$ cat src/rtl/wave_capture.sv
// wave_capture: records a mono PCM stream into byte-wide RAM as a complete RIFF/WAVE image.
// Define WAVE_CAPTURE_16BIT_EN for 16-bit signed samples; otherwise 8-bit unsigned samples.
module wave_capture #(
  parameter int unsigned SAMPLE_RATE = 11025,
  parameter logic [15:0] MAX_DATA    = 16'd65000
) (
  input  logic        I_CLK,
  input  logic        I_RSTn,
  input  logic        I_START,
  input  logic        I_STOP,
  input  logic [15:0] I_BASE_ADDR,
  input  logic        I_SMPL_STB,
  input  logic [15:0] I_SMPL,
  output logic [15:0] O_WR_ADDR,
  output logic [7:0]  O_WR_DATA,
  output logic        O_WR_EN,
  output logic        O_BUSY,
  output logic        O_DONE,
  output logic [15:0] O_LEN,
  output logic        O_OVF
);

`ifdef WAVE_CAPTURE_16BIT_EN
  localparam int unsigned BYTES = 2;
`else
  localparam int unsigned BYTES = 1;
`endif

  localparam logic [31:0] RATE_W      = 32'(SAMPLE_RATE);
  localparam logic [31:0] BYTE_RATE_W = 32'(SAMPLE_RATE * BYTES);
  localparam logic [7:0]  BLOCK_ALIGN = 8'(BYTES);
  localparam logic [7:0]  BITS_SMPL   = 8'(8 * BYTES);
  localparam logic [5:0]  HDR_LAST    = 6'd43;
  localparam logic [15:0] DATA_OFS    = 16'd44;

  typedef enum logic [1:0] {S_IDLE, S_HDR, S_DATA, S_PATCH} state_t;

  state_t      state_q, state_d;
  logic        start_prev_q, start_prev_d;
  logic [15:0] base_q, base_d;
  logic [5:0]  idx_q, idx_d;
  logic [7:0]  hold_q, hold_d;
  logic        hold_valid_q, hold_valid_d;
  logic        hold_tail_q, hold_tail_d;
  logic        stop_seen_q, stop_seen_d;
  logic        wr_en_q, wr_en_d;
  logic [15:0] wr_addr_q, wr_addr_d;
  logic [7:0]  wr_data_q, wr_data_d;
  logic        busy_q, busy_d;
  logic        done_q, done_d;
  logic [15:0] len_q, len_d;
  logic        ovf_q, ovf_d;

  logic        start_edge;
  logic        occupied;
  logic        room;
  logic [31:0] riff_size;
  logic [31:0] data_size;
  logic [2:0]  pnext;

  function automatic logic [7:0] hdr_byte(input logic [5:0] ofs);
    logic [7:0] b;
    b = 8'h00;
    case (ofs)
      6'd0:  b = 8'h52;
      6'd1:  b = 8'h49;
      6'd2:  b = 8'h46;
      6'd3:  b = 8'h46;
      6'd8:  b = 8'h57;
      6'd9:  b = 8'h41;
      6'd10: b = 8'h56;
      6'd11: b = 8'h45;
      6'd12: b = 8'h66;
      6'd13: b = 8'h6D;
      6'd14: b = 8'h74;
      6'd15: b = 8'h20;
      6'd16: b = 8'h10;
      6'd20: b = 8'h01;
      6'd22: b = 8'h01;
      6'd24: b = RATE_W[7:0];
      6'd25: b = RATE_W[15:8];
      6'd26: b = RATE_W[23:16];
      6'd27: b = RATE_W[31:24];
      6'd28: b = BYTE_RATE_W[7:0];
      6'd29: b = BYTE_RATE_W[15:8];
      6'd30: b = BYTE_RATE_W[23:16];
      6'd31: b = BYTE_RATE_W[31:24];
      6'd32: b = BLOCK_ALIGN;
      6'd34: b = BITS_SMPL;
      6'd36: b = 8'h64;
      6'd37: b = 8'h61;
      6'd38: b = 8'h74;
      6'd39: b = 8'h61;
      default: b = 8'h00;
    endcase
    return b;
  endfunction

  // Patch index 0..3 covers the RIFF size at offsets 4..7, 4..7 the data size at 40..43.
  function automatic logic [7:0] patch_byte(input logic [2:0] i, input logic [31:0] riff,
                                            input logic [31:0] data);
    logic [31:0] w;
    logic [7:0]  b;
    w = i[2] ? data : riff;
    case (i[1:0])
      2'd0:    b = w[7:0];
      2'd1:    b = w[15:8];
      2'd2:    b = w[23:16];
      default: b = w[31:24];
    endcase
    return b;
  endfunction

  function automatic logic [15:0] patch_addr(input logic [15:0] base, input logic [2:0] i);
    return base + (i[2] ? 16'd40 : 16'd4) + {14'b0, i[1:0]};
  endfunction

  assign start_edge = I_START & ~start_prev_q;
  // The tail flag keeps the holding register busy while its last byte is on the bus.
  assign occupied   = hold_valid_q | hold_tail_q;
  assign room       = ({1'b0, len_q} + 17'(BYTES)) <= {1'b0, MAX_DATA};
  assign riff_size  = {16'b0, len_q} + 32'd36;
  assign data_size  = {16'b0, len_q};
  assign pnext      = idx_q[2:0] + 3'd1;

`ifndef WAVE_CAPTURE_16BIT_EN
  logic smpl_lo_unused;
  assign smpl_lo_unused = ^I_SMPL[7:0];
`endif

  always_comb begin
    state_d      = state_q;
    start_prev_d = I_START;
    base_d       = base_q;
    idx_d        = idx_q;
    hold_d       = hold_q;
    hold_valid_d = hold_valid_q;
    hold_tail_d  = 1'b0;
    stop_seen_d  = stop_seen_q;
    wr_en_d      = 1'b0;
    wr_addr_d    = wr_addr_q;
    wr_data_d    = wr_data_q;
    done_d       = 1'b0;
    len_d        = len_q;
    ovf_d        = ovf_q;

    case (state_q)
      S_IDLE: begin
        if (start_edge) begin
          state_d      = S_HDR;
          base_d       = I_BASE_ADDR;
          idx_d        = '0;
          len_d        = '0;
          ovf_d        = 1'b0;
          hold_valid_d = 1'b0;
          stop_seen_d  = 1'b0;
          wr_en_d      = 1'b1;
          wr_addr_d    = I_BASE_ADDR;
          wr_data_d    = hdr_byte(6'd0);
        end
      end

      // idx_q is the header offset currently on the write bus.
      S_HDR: begin
        if (idx_q == HDR_LAST) begin
          state_d = S_DATA;
        end else begin
          idx_d     = idx_q + 6'd1;
          wr_en_d   = 1'b1;
          wr_addr_d = base_q + {10'b0, idx_q} + 16'd1;
          wr_data_d = hdr_byte(idx_q + 6'd1);
        end
      end

      S_DATA: begin
        stop_seen_d = stop_seen_q | I_STOP;
        if (I_SMPL_STB && occupied) ovf_d = 1'b1;
        if (hold_valid_q) begin
          wr_en_d      = 1'b1;
          wr_addr_d    = base_q + DATA_OFS + len_q;
          wr_data_d    = hold_q;
          len_d        = len_q + 16'd1;
          hold_valid_d = 1'b0;
          hold_tail_d  = 1'b1;
        end else if (I_SMPL_STB && !occupied && !stop_seen_q && room) begin
          wr_en_d   = 1'b1;
          wr_addr_d = base_q + DATA_OFS + len_q;
          len_d     = len_q + 16'd1;
`ifdef WAVE_CAPTURE_16BIT_EN
          wr_data_d    = I_SMPL[7:0];
          hold_d       = I_SMPL[15:8];
          hold_valid_d = 1'b1;
`else
          wr_data_d = I_SMPL[15:8] ^ 8'h80;
`endif
        end else if (stop_seen_q || I_STOP || !room) begin
          state_d   = S_PATCH;
          idx_d     = '0;
          wr_en_d   = 1'b1;
          wr_addr_d = patch_addr(base_q, 3'd0);
          wr_data_d = patch_byte(3'd0, riff_size, data_size);
        end
      end

      S_PATCH: begin
        if (idx_q[2:0] == 3'd7) begin
          state_d = S_IDLE;
          done_d  = 1'b1;
        end else begin
          idx_d     = {3'b0, pnext};
          wr_en_d   = 1'b1;
          wr_addr_d = patch_addr(base_q, pnext);
          wr_data_d = patch_byte(pnext, riff_size, data_size);
        end
      end

      default: state_d = S_IDLE;
    endcase

    busy_d = (state_d != S_IDLE);
  end

  always_ff @(posedge I_CLK or negedge I_RSTn) begin
    if (!I_RSTn) begin
      state_q      <= S_IDLE;
      start_prev_q <= 1'b0;
      base_q       <= '0;
      idx_q        <= '0;
      hold_q       <= '0;
      hold_valid_q <= 1'b0;
      hold_tail_q  <= 1'b0;
      stop_seen_q  <= 1'b0;
      wr_en_q      <= 1'b0;
      wr_addr_q    <= '0;
      wr_data_q    <= '0;
      busy_q       <= 1'b0;
      done_q       <= 1'b0;
      len_q        <= '0;
      ovf_q        <= 1'b0;
    end else begin
      state_q      <= state_d;
      start_prev_q <= start_prev_d;
      base_q       <= base_d;
      idx_q        <= idx_d;
      hold_q       <= hold_d;
      hold_valid_q <= hold_valid_d;
      hold_tail_q  <= hold_tail_d;
      stop_seen_q  <= stop_seen_d;
      wr_en_q      <= wr_en_d;
      wr_addr_q    <= wr_addr_d;
      wr_data_q    <= wr_data_d;
      busy_q       <= busy_d;
      done_q       <= done_d;
      len_q        <= len_d;
      ovf_q        <= ovf_d;
    end
  end

  assign O_WR_EN   = wr_en_q;
  assign O_WR_ADDR = wr_addr_q;
  assign O_WR_DATA = wr_data_q;
  assign O_BUSY    = busy_q;
  assign O_DONE    = done_q;
  assign O_LEN     = len_q;
  assign O_OVF     = ovf_q;

endmodule

$ cat config.mk
export PLATFORM = sky130hd
export DESIGN_NAME = wave_capture
export DESIGN_NICKNAME = d
export VERILOG_FILES = /design/src/rtl/wave_capture.sv
export SDC_FILE = /design/constraint.sdc
export NUM_CORES = 1
export LEC_CHECK = 0
export ABC_CLOCK_PERIOD_IN_PS = 3780
export BUFFER_PORTS_ARGS = -buffer_cell sky130_fd_sc_hd__buf_4
export CORE_MARGIN = 10
export CORE_UTILIZATION = 25
export DETAILED_ROUTE_END_ITERATION = 12
export PLACE_DENSITY = 0.47
export SYNTH_ARGS = -nofsm -noshare
export SYNTH_HDL_FRONTEND = slang
export SYNTH_SLANG_ARGS = --single-unit
$ cat constraint.sdc
create_clock -name I_CLK -period 3.78 [get_ports I_CLK]
set_input_delay 0.567 -clock I_CLK [delete_from_list [all_inputs] [get_ports I_CLK]]
set_output_delay 0.567 -clock I_CLK [all_outputs]
set_load 0.03 [all_outputs]
After elaboration in Yosys (flattened, before gate mapping)
Memories as Yosys holds them, arrays and structs flattened. Cells that the tools add are included.

Add/subtract/negate cells: 12. Shift operators: 0. Multiply operators: 0. Div/mod/pow operators: 0. Reductions and logical operators: 19. $lt $le $gt $ge: 1. Bitwise logic cells: 5. Mux-type cells: 51. Equality and inequality tests: 16.

Operator list (number): 16-bit two-way mux (9); 16-bit one-hot mux with 4 select lines (1); 8-bit two-way mux (6); 6-bit two-way mux (7); 16-bit by 1-bit adder with 16-bit output (second input constant) (2); 16-bit by 6-bit adder with 16-bit output (2); 16-bit one-hot mux with 2 select lines (1); 8-bit one-hot mux with 4 select lines (1); 6-bit one-hot mux with 4 select lines (1); 8-bit one-hot mux with 3 select lines (1); 16-bit by 1-bit adder with 17-bit output (second input constant) (1); 16-bit by 6-bit adder with 17-bit output (second input constant) (1); 17-bit by 16-bit <= comparator with 1-bit output (second input constant) (1); 17-bit two-way mux (1); 16-bit adder (1); 16-bit by 2-bit adder with 16-bit output (1); 16-bit by 3-bit adder with 16-bit output (second input constant) (1); 16-bit by 6-bit adder with 16-bit output (second input constant) (1); 2-bit != test (second input constant) (7); 1-bit two-way mux (12); 2-bit two-way mux (6); 2-bit one-hot mux with 4 select lines (1); 6-bit by 1-bit adder with 6-bit output (second input constant) (1); 2-bit equality test (second input constant) (3); other kinds (20) (35).

Output and inout bits: 44. Word-level logic and storage cells: 119. Memory bits (writable): 0. Latch bits: 0. Memories kept: 1. Input bits: 37. Register bits: 72. Memory bits (read-only): 448.

Memories: (name not given) (depth 64, bits a word 7, rd ports 1, clocked after Yosys merged registers in 0, write ports 0, RTL line 64) `case (ofs)`.

Longest topological paths before layout
Depth in word-level cells: 9. Depth in mapped cells: 13. Depth with buffers taken out: 12.

Least setup slack after synthesis
No wires, ideal clock.

Path type: register to register. Start: register len_q[1] (netlist: O_LEN[1]). End: register wr_data_q[1] (netlist: O_WR_DATA[1]). Stages on the path, launching flop included: 11. Data required time: 3.654 ns. Data arrival time: 2.925 ns. Setup time: 0.126 ns. Period minus slack after synthesis: 3.051 ns. Setup slack: 0.729 ns. Buffers on the path: 2. Path through: dfrtp_1 -> ha_1 -> nand4_4 -> or3_1 -> a21oi_1 -> or3b_4 -> o2111a_1 -> buf_6 -> buf_6 -> a221oi_2 -> a21oi_1.

Cells in the longest elaborated chain, start to end: 6. Elaborated cells between the ends (all ways): 15. Those cells by class: 2 x add/sub; 1 x order compare; 1 x eq/ne; 7 x mux; 4 x reduce/logical.

Ends and longest elaborated chain: start, declared (RTL line 51) `logic [15:0] len_q, len_d;`; start signal, assigned (RTL line 254) `len_q <= len_d;`; 16-bit by 1-bit adder with 17-bit output (RTL line 121) `assign room = ({1'b0, len_q} + 17'(BYTES)) <= {1'b0, MAX_DATA};`; 17-bit by 16-bit <= comparator with 1-bit output (RTL line 121); 1-bit logical AND / 1-bit logical NOT (equally long branches) (RTL line 185, 196); 8-bit two-way mux / 1-bit logical OR (equally long branches) (RTL line 185, 196); 8-bit two-way mux / 4-bit != test (equally long branches); 8-bit one-hot mux with 4 select lines / 4-bit AND reduction (equally long branches); end signal, assigned (RTL line 251) `wr_data_q <= wr_data_d;`; end, declared (RTL line 48) `logic [7:0] wr_data_q, wr_data_d;`.

Several ways; a longest one is shown, not always the timed one. The select of a mux whose other input is x is not followed. A chain may end at the register's enable or synchronous reset.

Worst setup path after layout
Start: register len_q[2] (netlist: O_LEN[2]). End: register wr_data_q[3] (netlist: O_WR_DATA[3]).

The elaborated chain is that of the path after synthesis.

==> reports/metrics.cfg <==
[status]
status=complete, no violations

[critical_path]
start_kind=flop
worstPathArrival_ps=3670
required_ps=4010
reg2reg_to=O_WR_DATA[3]$_DFFE_PN0P_
endpoint_kind=flop
worstPathMaxFanout=17
r2r_slack_ps=340
startpoint=O_LEN[2]$_DFFE_PN0P_
reg2reg_depth=9
r2r-start=O_LEN[2]$_DFFE_PN0P_
setup.worst_path.class=flop to flop

[min_path]
hold_end=start_prev_q$_DFF_PN0_
min_path_type=input port to flop
hold_start=I_START
hold_path_depth=1

[floorplanning]
num_rows=57
die_area_mm2=0.03184
die_y_um=178.4
ios=81
coreArea_mm2=0.02453
dieWidth_um=178.4
start_util_pct=25.58

[route]
drtPass1Iterations=5
vias=5940
drc=0
routed_via_density=5.107
drt-wirelength-per-cell_um=18.95
ant_nets=0
drt-initial-drc-count=484
routed_wl_mm=22.04

[clock_network]
cts.htree.levels=3
cts_buffers=9
cts_resized=0
cts_tree=yes
cts.sinks=70
worstSkewPairLatency_ps=360
clockRootBuffer=clkbuf_16
cts_buffer_depth=2
cts_hold_buf=0
cts.clk_slew.worst_paths_ps=70
cts_setup_buffers=0

[timing]
fin_crit_ps=3440
slew_violations=0
fmax_ghz=0.2907
hold_viol_final=0
setup_violations=0
tns_ps=0
timing.final.crit_share_pct=90.99
worst_slack_ps=340.4
grt_setup_unrepaired=false
worst_pin_slew_ps=946.3
whs_ps=327.1
maxSlewHeadroom_pct=36.92
skew_ps=10.51

[placement]
place_ws_ps=299.3
hpwlAfterDp_mm=16.56
placed_area_mm2=0.007257
io_buffers=72
gp_congestion=0.8209

[synth]
synth_edf_count=0
syn-num-nets=857
syn_inst=767
yosysUniqueCellTypes=70
synth_area_mm2=0.006275
syn_avg_cell_area_um2=8.181
synth_flop_cell=dfrtp_1
synth_seq_cells=70
synth_area_leaders=dfrtp_1, ha_1, xnor2_1
ys_seq_area_share_pct=27.92
yosysTopAreaCell=dfrtp_1
yosysWarnings=0
synth_top_area_share_pct=27.92
async_flop_share_pct=100.0

[global_routing]
grt_pass1_wl_mm=34.28
grt_antenna_before_repair=0
grt_use_total_pct=13.92
grt_pass1_vias=5815
grt_remaining_overflow=0
grt_max_degree=71

[run]
drv_cap=0

[finish]
antennaDiodeCount=0
nets=924
area_growth_pct=20.22
finalInstanceArea_mm2=0.007543
drive_above_1_share_pct=18.24
layout_commonest_cell=buf_4
layout_common_cells=buf_4, nor2_1, dfrtp_1, nand2_1, o21ai_0

[pwr]
p_leak_nw=3.309
power.density_mw_per_mm2=837.7
irDropWorstVdd_uv=378.0
power.total_mw=6.319

## critical path, cell delays in order, from the launching register on
cell and delay [ps]:
dfrtp_1 530, ha_1 270, nand4_4 200, or3_1 420, a21oi_1 220, or3b_4 440
o2111a_1 480, buf_4 330, a221oi_2 300, a21oi_1 100
## worst max path at each step
| stage | slack (ps) | to |
|---|---|---|
| final | 340 | O_WR_DATA[3]$_DFFE_PN0P_ |
| after global routing | 140 | O_LEN[13]$_DFFE_PN0P_ |
| after CTS | 290 | O_WR_DATA[3]$_DFFE_PN0P_ |
| after detailed placement | 300 | O_WR_DATA[3]$_DFFE_PN0P_ |
| after global placement | 340 | O_WR_DATA[3]$_DFFE_PN0P_ |
| after floorplan | 730 | O_WR_DATA[1]$_DFFE_PN0P_ |
## power by group
part / internal, mW / switching, mW / leakage [nW] / total [mW]
registers: 1.02 / 0.306 / 0.872 / 1.32
clock network: 0.479 / 0.368 / 0.138 / 0.847
logic: 1.63 / 2.52 / 2.30 / 4.15
total: 3.12 / 3.20 / 3.31 / 6.32
## routing by layer
layer,global-route usage (%),vias to the layer above,routed length [um]
li1,-,2913,-
met1,18.78,2829,10530
met2,21.75,172,9852
met3,3.066,26,1301
met4,4.065,0,354
met5,0,-,0
## metrics by stage
stage / cells / utilization [%]
after floorplan: 767 / -
after global placement: 1147 / 29.58
after detailed placement: 1147 / 29.58
after CTS: 1163 / 30.75
after global routing: 1163 / 30.75
final: 1163 / 30.75
## sequential cells by signal, summed over array words and instances, names as in the netlist
signal        cells
O_WR_EN           1
stop_seen_q       1
O_BUSY            1
start_prev_q      1
O_OVF             1
O_WR_DATA         8
state_q           2
O_DONE            1
O_WR_ADDR        16
O_LEN            16
base_q           16
idx_q             6
## cell families after synthesis
kind of cell | count (synthesis) | share of synthesized area, %
xor+xnor | 67 | 9.352
flops | 70 | 27.92
buf+inv | 81 | 5.523
fa+ha+maj | 53 | 10.93
mux | 22 | 3.729
simple gates | 237 | 18.13
compound gates | 237 | 24.43
## area by class of cell
| cell class | count | area [um^2] |
|---|---|---|
| fillers | 2677 | 16990 |
| inverters | 30 | 112.6 |
| repair buffers | 107 | 803.3 |
| multi-input cells | 616 | 4184 |
| well taps | 324 | 405.4 |
| clock buffers | 11 | 252.7 |
| clock inverters | 5 | 33.78 |
| flip-flops and latches | 70 | 1752 |
## cell usage after synthesis (4+ instances only)
| library cell | number |
|---|---|
| a22oi_1 | 6 |
| nor3_1 | 16 |
| o22ai_1 | 10 |
| o21ai_0 | 68 |
| buf_1 | 5 |
| o211ai_1 | 7 |
| a21oi_1 | 47 |
| inv_1 | 29 |
| ha_1 | 50 |
| a31oi_1 | 15 |
| nand2b_1 | 7 |
| dfrtp_1 | 70 |
| mux2_2 | 11 |
| a211oi_1 | 11 |
| clkbuf_1 | 29 |
| mux2i_1 | 11 |
| nor2_1 | 74 |
| or3_1 | 8 |
| xor2_1 | 25 |
| buf_2 | 11 |
| a221oi_2 | 4 |
| o31ai_1 | 5 |
| nor2b_1 | 5 |
| a221oi_1 | 10 |
| o21ai_1 | 5 |
| o21a_1 | 6 |
| nand2_1 | 70 |
| and3_1 | 9 |
| nand3_1 | 19 |
| a21o_1 | 10 |
| xnor2_1 | 42 |
| nand4_1 | 6 |
No activity file was read; power rests on OpenSTA's default activity.
